## src/rtl/prog_loader.sv

```systemverilog
// prog_loader: byte-stream program loader. It takes a big-endian word count
// followed by 3-byte instruction words and writes each word into program
// memory, holding the CPU at address 0 until the load finishes.
// Optional feature: define PROG_LOADER_CHECKSUM_EN to require one trailing
// XOR checksum byte after the last word.
module prog_loader #(
  parameter int INSTR_W = 18,
  parameter int ADDR_W  = 16
) (
  input  logic               i_clock,
  input  logic               i_reset,
  input  logic [7:0]         i_byte,
  input  logic               i_byteValid,
  output logic               o_byteReady,
  output logic [ADDR_W-1:0]  o_memAddr,
  output logic [INSTR_W-1:0] o_memData,
  output logic               o_memWrite,
  output logic               o_cpuHold,
  output logic               o_done,
  output logic               o_error,
  output logic [ADDR_W-1:0]  o_count
);

  typedef enum logic [3:0] {
    S_LENHI,
    S_LENLO,
    S_B0,
    S_B1,
    S_B2,
    S_WRITE,
`ifdef PROG_LOADER_CHECKSUM_EN
    S_CSUM,
`endif
    S_DONE,
    S_ERR
  } state_t;

`ifdef PROG_LOADER_CHECKSUM_EN
  localparam state_t S_END = S_CSUM;
`else
  localparam state_t S_END = S_DONE;
`endif

  localparam logic [ADDR_W-1:0] CNT_ONE = {{(ADDR_W-1){1'b0}}, 1'b1};

  state_t               state_q, state_d;
  logic [ADDR_W-1:0]    count_q, len_q;
  logic [ADDR_W-1:0]    count_inc, len_in;
  logic [7:0]           len_hi_q, b0_q, b1_q;
  logic [INSTR_W-1:0]   mem_data_q;
  logic                 byte_ready_q, mem_write_q, done_q, error_q, hold_q;
  logic                 accept, ready_d;
`ifdef PROG_LOADER_CHECKSUM_EN
  logic [7:0]           csum_q;
`endif

  assign accept    = i_byteValid && byte_ready_q;
  assign count_inc = count_q + CNT_ONE;
  assign len_in    = ADDR_W'({len_hi_q, i_byte});

  // Next-state decode: advance only on accepted bytes, except the write cycle.
  always_comb begin
    state_d = state_q;
    case (state_q)
      S_LENHI: if (accept) state_d = S_LENLO;
      S_LENLO: if (accept) state_d = (len_in == '0) ? S_END : S_B0;
      S_B0:    if (accept) state_d = (|i_byte[7:2]) ? S_ERR : S_B1;
      S_B1:    if (accept) state_d = S_B2;
      S_B2:    if (accept) state_d = S_WRITE;
      S_WRITE: state_d = (count_inc < len_q) ? S_B0 : S_END;
`ifdef PROG_LOADER_CHECKSUM_EN
      S_CSUM:  if (accept) state_d = (i_byte == csum_q) ? S_DONE : S_ERR;
`endif
      S_DONE:  state_d = S_DONE;
      S_ERR:   state_d = S_ERR;
      default: state_d = S_ERR;
    endcase
  end

  // Byte-ready level for the state being entered, so the output is registered.
  always_comb begin
    ready_d = 1'b0;
    case (state_d)
      S_LENHI, S_LENLO, S_B0, S_B1, S_B2: ready_d = 1'b1;
`ifdef PROG_LOADER_CHECKSUM_EN
      S_CSUM:  ready_d = 1'b1;
`endif
      default: ready_d = 1'b0;
    endcase
  end

  // Control state, word counter and registered status outputs.
  always_ff @(posedge i_clock) begin
    if (i_reset) begin
      state_q      <= S_LENHI;
      count_q      <= '0;
      len_q        <= '0;
      byte_ready_q <= 1'b1;
      mem_write_q  <= 1'b0;
      done_q       <= 1'b0;
      error_q      <= 1'b0;
      hold_q       <= 1'b1;
`ifdef PROG_LOADER_CHECKSUM_EN
      csum_q       <= '0;
`endif
    end else begin
      state_q      <= state_d;
      byte_ready_q <= ready_d;
      mem_write_q  <= (state_d == S_WRITE);
      done_q       <= (state_d == S_DONE);
      error_q      <= (state_d == S_ERR);
      hold_q       <= (state_d != S_DONE);
      if (accept && state_q == S_LENLO) len_q <= len_in;
      if (state_q == S_WRITE) count_q <= count_inc;
`ifdef PROG_LOADER_CHECKSUM_EN
      if (accept && (state_q == S_B0 || state_q == S_B1 || state_q == S_B2))
        csum_q <= csum_q ^ i_byte;
`endif
    end
  end

  // Byte capture and word assembly; pure data, no reset needed.
  always_ff @(posedge i_clock) begin
    if (accept && state_q == S_LENHI) len_hi_q <= i_byte;
    if (accept && state_q == S_B0) b0_q <= i_byte;
    if (accept && state_q == S_B1) b1_q <= i_byte;
    if (accept && state_q == S_B2) mem_data_q <= INSTR_W'({b0_q, b1_q, i_byte});
  end

  assign o_byteReady = byte_ready_q;
  assign o_memAddr   = count_q;
  assign o_memData   = mem_data_q;
  assign o_memWrite  = mem_write_q;
  assign o_cpuHold   = hold_q;
  assign o_done      = done_q;
  assign o_error     = error_q;
  assign o_count     = count_q;

endmodule

```

## config.mk

```make
export PLATFORM = sky130hd
export DESIGN_NAME = prog_loader
export DESIGN_NICKNAME = d
export VERILOG_FILES = /design/src/rtl/prog_loader.sv
export SDC_FILE = /design/constraint.sdc
export NUM_CORES = 1
export LEC_CHECK = 0
export CAP_MARGIN = 10
export CORE_MARGIN = 2
export CORE_UTILIZATION = 25
export DETAILED_ROUTE_END_ITERATION = 10
export HOLD_SLACK_MARGIN = 0.02
export PLACE_DENSITY_LB_ADDON = 0.12
export SLEW_MARGIN = 30
export SYNTH_ARGS = -nofsm -noshare
export SYNTH_HDL_FRONTEND = slang
export SYNTH_SLANG_ARGS = --single-unit
```

## constraint.sdc

```tcl
create_clock -name i_clock -period 6.9 [get_ports i_clock]
set_clock_uncertainty 0.15 [all_clocks]
set_input_delay 1.725 -clock i_clock [delete_from_list [all_inputs] [get_ports i_clock]]
set_output_delay 1.725 -clock i_clock [all_outputs]
set_load 0.01 [all_outputs]
```

; After elaboration in Yosys (flattened, before gate mapping)
; Cells that the tools add are included.
[classes]
addsub = 1
n_lt_le_gt_ge = 1
n_eq_ne = 14
mux = 10
n_reduce_logical = 11
[ops]
columns = cell, n
row1 = 4-bit by 3-bit equality test with 1-bit output (second input constant), 7
row2 = 4-bit case mux with 7 select lines, 1
row3 = 4-bit 2-to-1 mux, 5
row4 = 16-bit by 1-bit adder with 16-bit output (second input constant), 1
row5 = 4-bit by 2-bit equality test with 1-bit output (second input constant), 4
row6 = 16-bit logical NOT, 1
row7 = 16-bit < comparator, 1
row8 = 3-bit 2-to-1 mux, 3
row9 = 4-bit by 1-bit equality test with 1-bit output (second input constant), 2
row10 = 4-bit logical NOT, 2
row11 = 1-bit logical AND, 6
row12 = 6-bit OR reduction, 1
row13 = 5-bit OR reduction, 1
row14 = 4-bit by 3-bit inequality test with 1-bit output (second input constant), 1
row15 = 1-bit 2-to-1 mux, 1
[word_totals]
ff_bits = 77
inputBits = 11
output_inout_bits = 55
wordCells = 49

; Logic depth before layout (Yosys ltp)
; Gate-level depths: netlist (run 1).
[logic_depth]
depth_word = 7
ltp_mapped = 13
depth_no_buf = 12

; Worst setup path before layout (run 1)
; No wires, ideal clock.
[synth_timing]
path_kind = input-to-reg
start = in i_byteValid
end = reg mem_data_q[0] (netlist: o_memData[0]) (enable)
setup_ns = 0.416
t_arrival_ns = 3.204
required_time_ns = 6.334
setup_slack_ns = 3.130
cell_stages = 2
n_path_buf = 0
path_cell_list = nand2_1 -> nor3_1
[synth_between]
elab_chain_cells = 2
[synth_lines]
columns = element, line_no
row1 = "start, declared", 13  ; input logic i_byteValid,
row2 = 1-bit logical AND, 57  ; assign accept = i_byteValid && byte_ready_q;
row3 = 1-bit logical AND, 127  ; if (accept && state_q == S_B2) mem_data_q <= INSTR_W'({b0_q, b1_q, i_byte});
row4 = "end signal, assigned", 127
row5 = "end, declared", 50  ; logic [INSTR_W-1:0] mem_data_q;
; Every way passes these cells.
; A chain may end at the register's enable or synchronous reset.

; Worst setup path after layout (run 1)
[layout_timing]
start = reg count_q[0] (netlist: o_count[0])
end = reg mem_write_q (netlist: o_memWrite)
[layout_between]
elab_chain_cells = 5
[layout_lines]
columns = element, line_no
row1 = "start, declared", 47  ; logic [ADDR_W-1:0] count_q, len_q;
row2 = "start signal, assigned", 114  ; if (state_q == S_WRITE) count_q <= count_inc;
row3 = 16-bit by 1-bit adder with 16-bit output, 58  ; assign count_inc = count_q + CNT_ONE;
row4 = via count_inc[14], 48  ; logic [ADDR_W-1:0] count_inc, len_in;
row5 = 16-bit < comparator, 70  ; S_WRITE: state_d = (count_inc < len_q) ? S_B0 : S_END;
row6 = 3-bit 2-to-1 mux, 70
row7 = 4-bit case mux with 7 select lines, 64  ; case (state_q)
row8 = 4-bit by 3-bit equality test with 1-bit output, 109  ; mem_write_q <= (state_d == S_WRITE);
row9 = "end signal, assigned", 109
row10 = "end, declared", 51  ; logic byte_ready_q, mem_write_q, done_q, error_q, hold_q;
; The timed path passes the listed nets, and every way through them passes these cells.

==> results of run 1 <==
==> layer usage <==
| layer | vias up | share of wire | global-route usage |
|---|---|---|---|
| met3 | 9 | 0.048 | 0.0270 |
| met5 | - | 0 | 0 |
| met2 | 62 | 0.47 | 0.172 |
| li1 | 1300 | - | - |
| met4 | 0 | 0.012 | 0.0431 |
| met1 | 1207 | 0.47 | 0.155 |
==> state kept, by name (all words and copies together) (netlist names) <==
register and flops:
o_memData 18, len_q 16, o_count 16, b1_q 8, len_hi_q 8, state_q 4
b0_q 2, o_byteReady 1, o_cpuHold 1, o_done 1, o_error 1, o_memWrite 1
==> kinds of logic after synthesis <==
family	share of synthesized area
xor gates and xnor gates	0.0548
buffers and inverters	0.0722
DFF	0.541
adders and majority gates	0.0569
AOI/OAI and AO/OA	0.0971
other	0.00107
and+or+nand+nor	0.174
muxes	0.00320
==> synth_stat cells (2+ instances only) <==
| library cell | count |
|---|---|
| nand2b_4 | 2 |
| xor2_1 | 12 |
| and3_1 | 4 |
| a21o_1 | 3 |
| nor2_1 | 31 |
| ha_1 | 16 |
| clkbuf_1 | 10 |
| xnor2_1 | 10 |
| o21a_1 | 2 |
| a21oi_1 | 29 |
| dfxtp_1 | 41 |
| nand3_1 | 14 |
| nand4_1 | 2 |
| inv_1 | 20 |
| a31oi_1 | 2 |
| o21ai_0 | 11 |
| or3_1 | 7 |
| a211oi_1 | 2 |
| nor3_1 | 4 |
| nand2_1 | 49 |
| nand2b_1 | 3 |
| buf_4 | 17 |
| o211ai_1 | 2 |
| edfxtp_1 | 36 |
| or4_1 | 2 |
| nor4_1 | 3 |
==> critical path, stage by stage, from the launching register on <==
cell and delay [ps]:
dfxtp_1 480, ha_1 270, nand3_1 200, or4_4 570, nor2_1 130, xor2_1 200, ha_1 270, a21o_1 170
a211oi_1 510, a31oi_1 220, a21o_1 200, and3_1 160
==> layout make-up <==
cell class,count,share of cell area
sequential,77,0.418
inverter,20,0.0165
clock inverter,4,0.0115
multi-input combinational,226,0.300
clock buffer,12,0.0564
timing repair buffer,68,0.148
tap,180,0.0495
==> power groups by stage <==
stage	sequential, mW	clock, mW	combinational, mW
after floorplan	0.507	0	0.0420
after global placement	0.513	0	0.0702
after detailed placement	0.513	0	0.0702
after CTS	0.503	0.508	0.0707
after global routing	0.504	0.530	0.0775
final	0.503	0.488	0.0696
==> metrics by stage <==
stage                     hold WS (ps)  cells  setup slack (ps)  utilization  instance area (sq um)
final                              268    587              3270        0.329                   4550
after global routing               275    587              2920        0.329                   4550
after CTS                          270    587              3230        0.329                   4550
after detailed placement           255    571              3120        0.307                   4240
after global placement             252    571              3140        0.307                   4240
after floorplan                    250    353              3130            -                   3520
==> worst paths after layout <==
| path | from | endpoint | slack [ps] |
|---|---|---|---|
| max reg2reg | o_count[0] | o_memWrite | 3270 |
| min reg2reg | b1_q[0] | o_memData[8] | 270 |
| min | b1_q[0] | o_memData[8] | 270 |
| max | o_count[0] | o_memWrite | 3270 |
==> impl_metrics.py, run 1 <==
metrics = {
    "layout": {
        "multi_input_area_sq_mm": 0.00137,
        "nets": 429,
        "seq_area_sq_mm": 0.00190,
        "nFillCells": 1422,
        "final_common_cell": "clkdlybuf4s50_1",
        "layout.cells.most_common_list": "clkdlybuf4s50_1, nand2_1, dfxtp_1",
        "drive_gt1_frac": 0.0688,
        "area_delta_synth_final_pct": 29.4,
        "diodes": 0,
    },
    "setup_path": {
        "crit_path_end_kind": "register",
        "start_kind": "register",
        "cp.arrival_ps": 3700,
        "r2r_cells": 11,
        "cp.required_ps": 6970,
        "crit_type": "reg2reg",
        "crit_fanout": 7,
    },
    "floorplanning": {
        "io_pins": 66,
        "die_x_um": 123,
        "start_util": 0.254,
        "die_area_sq_mm": 0.0150,
        "num_rows": 43,
        "fp.coreArea_sq_mm": 0.0138,
        "die_h_um": 123,
    },
    "global_route": {
        "grt_max_degree": 36,
        "grt_pass1_wl_mm": 12.9,
        "grt-ovfl-total": 0,
        "grt_usage": 0.113,
        "first_global_vias": 2540,
        "antenna_found_initial": 0,
    },
    "clocking": {
        "numCtsBuffers": 9,
        "post_cts_buffers": 0,
        "cts.sinks": 77,
        "cts_htree_levels": 3,
        "ctsHoldBuffers": 0,
        "clockBufferDepth": 2,
        "clock_latency_ps": 340,
        "cts_tree": "done",
        "post_cts_resized": 0,
        "root_buffer": "clkbuf_16",
        "cts.clk_slew.worst_paths_ps": 60,
    },
    "routing": {
        "postRouteAntennaNets": 0,
        "dr.first_iter.drc_count": 190,
        "drc": 0,
        "via_count": 2578,
        "drt_pass1_iterations": 4,
        "drt-wirelength-per-cell_um": 13.5,
        "viasPerCell": 4.39,
        "wl_mm": 7.91,
    },
    "power": {
        "internal-power_uw": 823,
        "design_power_total_mw": 1.06,
        "p_clk_frac": 0.460,
        "pwr-share-seq": 0.474,
        "switching_share": 0.224,
        "ir_worst_vdd_v": 0.000126,
        "power_frac_comb": 0.066,
        "power.switching_uw": 238,
        "p_per_area_mw_per_mm2": 233,
        "p_leak_nw": 1.61,
    },
    "synthesis": {
        "syn-cell-area_sq_mm": 0.00352,
        "yosysTopAreaCellShare": 0.307,
        "ys_types": 45,
        "yosysTopAreaCell": "edfxtp_1",
        "synthesis.nets": 380,
        "dominantRegCellSynth": "dfxtp_1",
        "synthCells": 353,
        "avgSynthCellArea_sq_um": 9.96,
        "ys_ff_latch": 77,
        "ys_async_sr_fraction": 0,
        "yosys_warnings": 0,
        "yosysSeqAreaShare": 0.541,
        "synth.area.top_cells": "edfxtp_1, dfxtp_1, ha_1",
        "synth-edff-count": 36,
    },
    "timing": {
        "finalMaxSlewViolations": 0,
        "hold_viol": 0,
        "min_period_over_period": 0.526,
        "rsz0062_at_grt": "no",
        "layout_min_cycle_time_ps": 3630,
        "timing.fmax_ghz": 0.276,
        "setup_tns_ps": 0,
        "setup_viol": 0,
        "worst_pin_slew_ps": 556,
        "slew_headroom": 0.627,
    },
    "place": {
        "place_hpwl_mm": 5.81,
        "portBuffers": 65,
        "place.gp.congestion": 0.813,
    },
    "hold_path": {
        "min-delay-path-class": "reg2reg",
        "hold_depth": 0,
    },
    "run_status": {
        "status": "complete, no violations",
    },
    "job": {
        "cap_violations": 0,
    },
}
Power figures use the tool's default switching activity.
==> inputs of run 2 (changes only) <==
==> constraint.sdc (replaced) <==
create_clock -name i_clock -period 3.5 [get_ports i_clock]
set_clock_uncertainty 0.15 [all_clocks]
set_input_delay 0.875 -clock i_clock [delete_from_list [all_inputs] [get_ports i_clock]]
set_output_delay 0.875 -clock i_clock [all_outputs]
set_load 0.01 [all_outputs]
==> run 2 against run 1 <==
Compared with the run above: final area grew 1.6%; global-route usage is 0.12 points higher; first-iteration DRC count fell by 26%; worst hold slack better by 1.9 ps; core utilization increased by 0.53 points; routed wire length increased by 2.0%; cell count grew 1.7%; flip-flop and latch count stayed put; critical path type unchanged; largest power group unchanged.
==> impl_metrics.py, run 2 (same netlist as run 1, synthesis figures left out) <==
metrics = {
    "timing": {
        "layout_min_cycle_time_ps": 3250,
        "worst_pin_slew_ps": 560,
        "finalMaxSlewViolations": 0,
        "setup_viol": 0,
        "slew_headroom": 0.627,
        "min_period_over_period": 0.929,
        "timing.fmax_ghz": 0.308,
        "setup_tns_ps": 0,
        "hold_viol": 0,
        "worst_slack_ps": 249,
        "rsz0062_at_grt": "no",
    },
    "routing": {
        "drc": 0,
        "drt_pass1_iterations": 4,
        "via_count": 2606,
        "dr.first_iter.drc_count": 140,
        "postRouteAntennaNets": 0,
        "viasPerCell": 4.37,
        "wl_mm": 8.07,
        "drt-wirelength-per-cell_um": 13.5,
    },
    "floorplanning": {
        "num_rows": 43,
        "fp.coreArea_sq_mm": 0.0138,
        "die_area_sq_mm": 0.0150,
        "io_pins": 66,
        "start_util": 0.254,
        "die_x_um": 123,
        "die_h_um": 123,
    },
    "hold_path": {
        "hold_depth": 0,
        "worstHoldStart": "b0_q[0]",
        "whs_endpoint": "o_memData[16]",
        "min-delay-path-class": "reg2reg",
    },
    "power": {
        "power.switching_uw": 525,
        "p_per_area_mw_per_mm2": 446,
        "design_power_total_mw": 2.06,
        "switching_share": 0.255,
        "power_frac_comb": 0.070,
        "pwr-share-seq": 0.480,
        "p_clk_frac": 0.450,
        "internal-power_mw": 1.54,
        "ir_worst_vdd_v": 0.000280,
        "p_leak_nw": 1.65,
    },
    "clocking": {
        "cts_tree": "done",
        "clock_latency_ps": 340,
        "clockBufferDepth": 2,
        "cts.sinks": 77,
        "cts_htree_levels": 3,
        "root_buffer": "clkbuf_16",
        "numCtsBuffers": 9,
        "cts.clk_slew.worst_paths_ps": 70,
    },
    "global_route": {
        "grt_pass1_wl_mm": 13.1,
        "grt_max_degree": 20,
        "grt_usage": 0.114,
        "first_global_vias": 2618,
        "antenna_found_initial": 0,
        "grt-ovfl-total": 0,
    },
    "place": {
        "portBuffers": 65,
        "dp_slack_ps": 155,
        "numPlacedInstances": 581,
        "place_hpwl_mm": 6.06,
        "place.gp.congestion": 0.770,
    },
    "setup_path": {
        "crit_path_end_kind": "register",
        "reg2reg_from": "o_count[3]",
        "r2r-end": "o_cpuHold",
        "crit_type": "reg2reg",
        "r2r_cells": 11,
        "cp.required_ps": 3580,
        "cp.arrival_ps": 3330,
        "start_kind": "register",
        "rrSetupSlack_ps": 250,
        "crit_fanout": 7,
    },
    "run_status": {
        "status": "complete, no violations",
    },
    "layout": {
        "nFillCells": 1423,
        "layout.cells.most_common_list": "clkdlybuf4s50_1, nand2_1, dfxtp_1",
        "nets": 439,
        "diodes": 0,
        "drive_gt1_frac": 0.0983,
        "fin_util": 0.334,
        "largest_reg_flops": 18,
        "final_common_cell": "clkdlybuf4s50_1",
        "area_delta_synth_final_pct": 31.5,
        "fin_cells": 597,
    },
    "job": {
        "cap_violations": 0,
    },
}
-- run 2: per-layer routing --
| metal | track usage | part of all wire | wire (um) |
|---|---|---|---|
| met3 | 0.0302 | 0.033 | 267 |
| met2 | 0.185 | 0.49 | 3970 |
| met5 | 0 | 0 | 0 |
| met1 | 0.146 | 0.46 | 3730 |
| met4 | 0.0424 | 0.012 | 93 |
-- run 2: final cells by class --
type / count / area, sq um / share of cell area
clock buffers: 9 / 225 / 0.0487
clock inverters: 7 / 75.1 / 0.0162
inverters: 20 / 75.1 / 0.0162
multi-input cells: 226 / 1370 / 0.297
flip-flops and latches: 77 / 1900 / 0.412
well taps: 180 / 225 / 0.0487
repair buffers: 78 / 748 / 0.162
-- run 2: stage by stage --
| stage | hold slack [ps] | cell area [sq um] |
|---|---|---|
| 2_1_floorplan | 250 | 3520 |
| 3_3_place_gp | 251 | 4320 |
| 3_5_place_dp | 255 | 4320 |
| 4_1_cts | 268 | 4620 |
| 5_1_grt | 274 | 4620 |
| 6_report | 270 | 4620 |
-- run 2: worst max path at each step --
| stage | start | endpoint | slack, ps |
|---|---|---|---|
| finish | o_count[3] | o_cpuHold | 250 |
| detailed placement | o_count[1] | o_cpuHold | 150 |
| global placement | o_count[1] | o_cpuHold | 200 |
| floorplan | o_count[0] | o_cpuHold | 340 |
| CTS | o_count[1] | o_cpuHold | 130 |
| global route | o_count[3] | o_cpuHold | 2 |
-- run 2: critical path: stages, from the launching register on --
cell	delay, ps
dfxtp_1	440
nand2_2	80
or4_1	670
nor2_1	180
xor2_1	80
ha_1	300
nand2_1	60
o21ai_0	160
or3b_2	520
a31oi_2	250
a21oi_1	90
nand2b_1	150
-- run 2: power groups by stage --
stage	logic, mW	registers [mW]	clock network [mW]
after floorplan	0.0828	1.00	0
after global placement	0.145	1.01	0
after detailed placement	0.145	1.01	0
after CTS	0.146	0.990	0.957
after global routing	0.161	0.993	0.993
final	0.145	0.989	0.928
-- run 2: timing repair --
item | CTS | global route
gates resized for setup | 0 | 2
hold endpoints to repair | 0 | 0
buffers inserted | 0 | 0
setup endpoints to repair | 0 | 3
hold buffers | 0 | 0
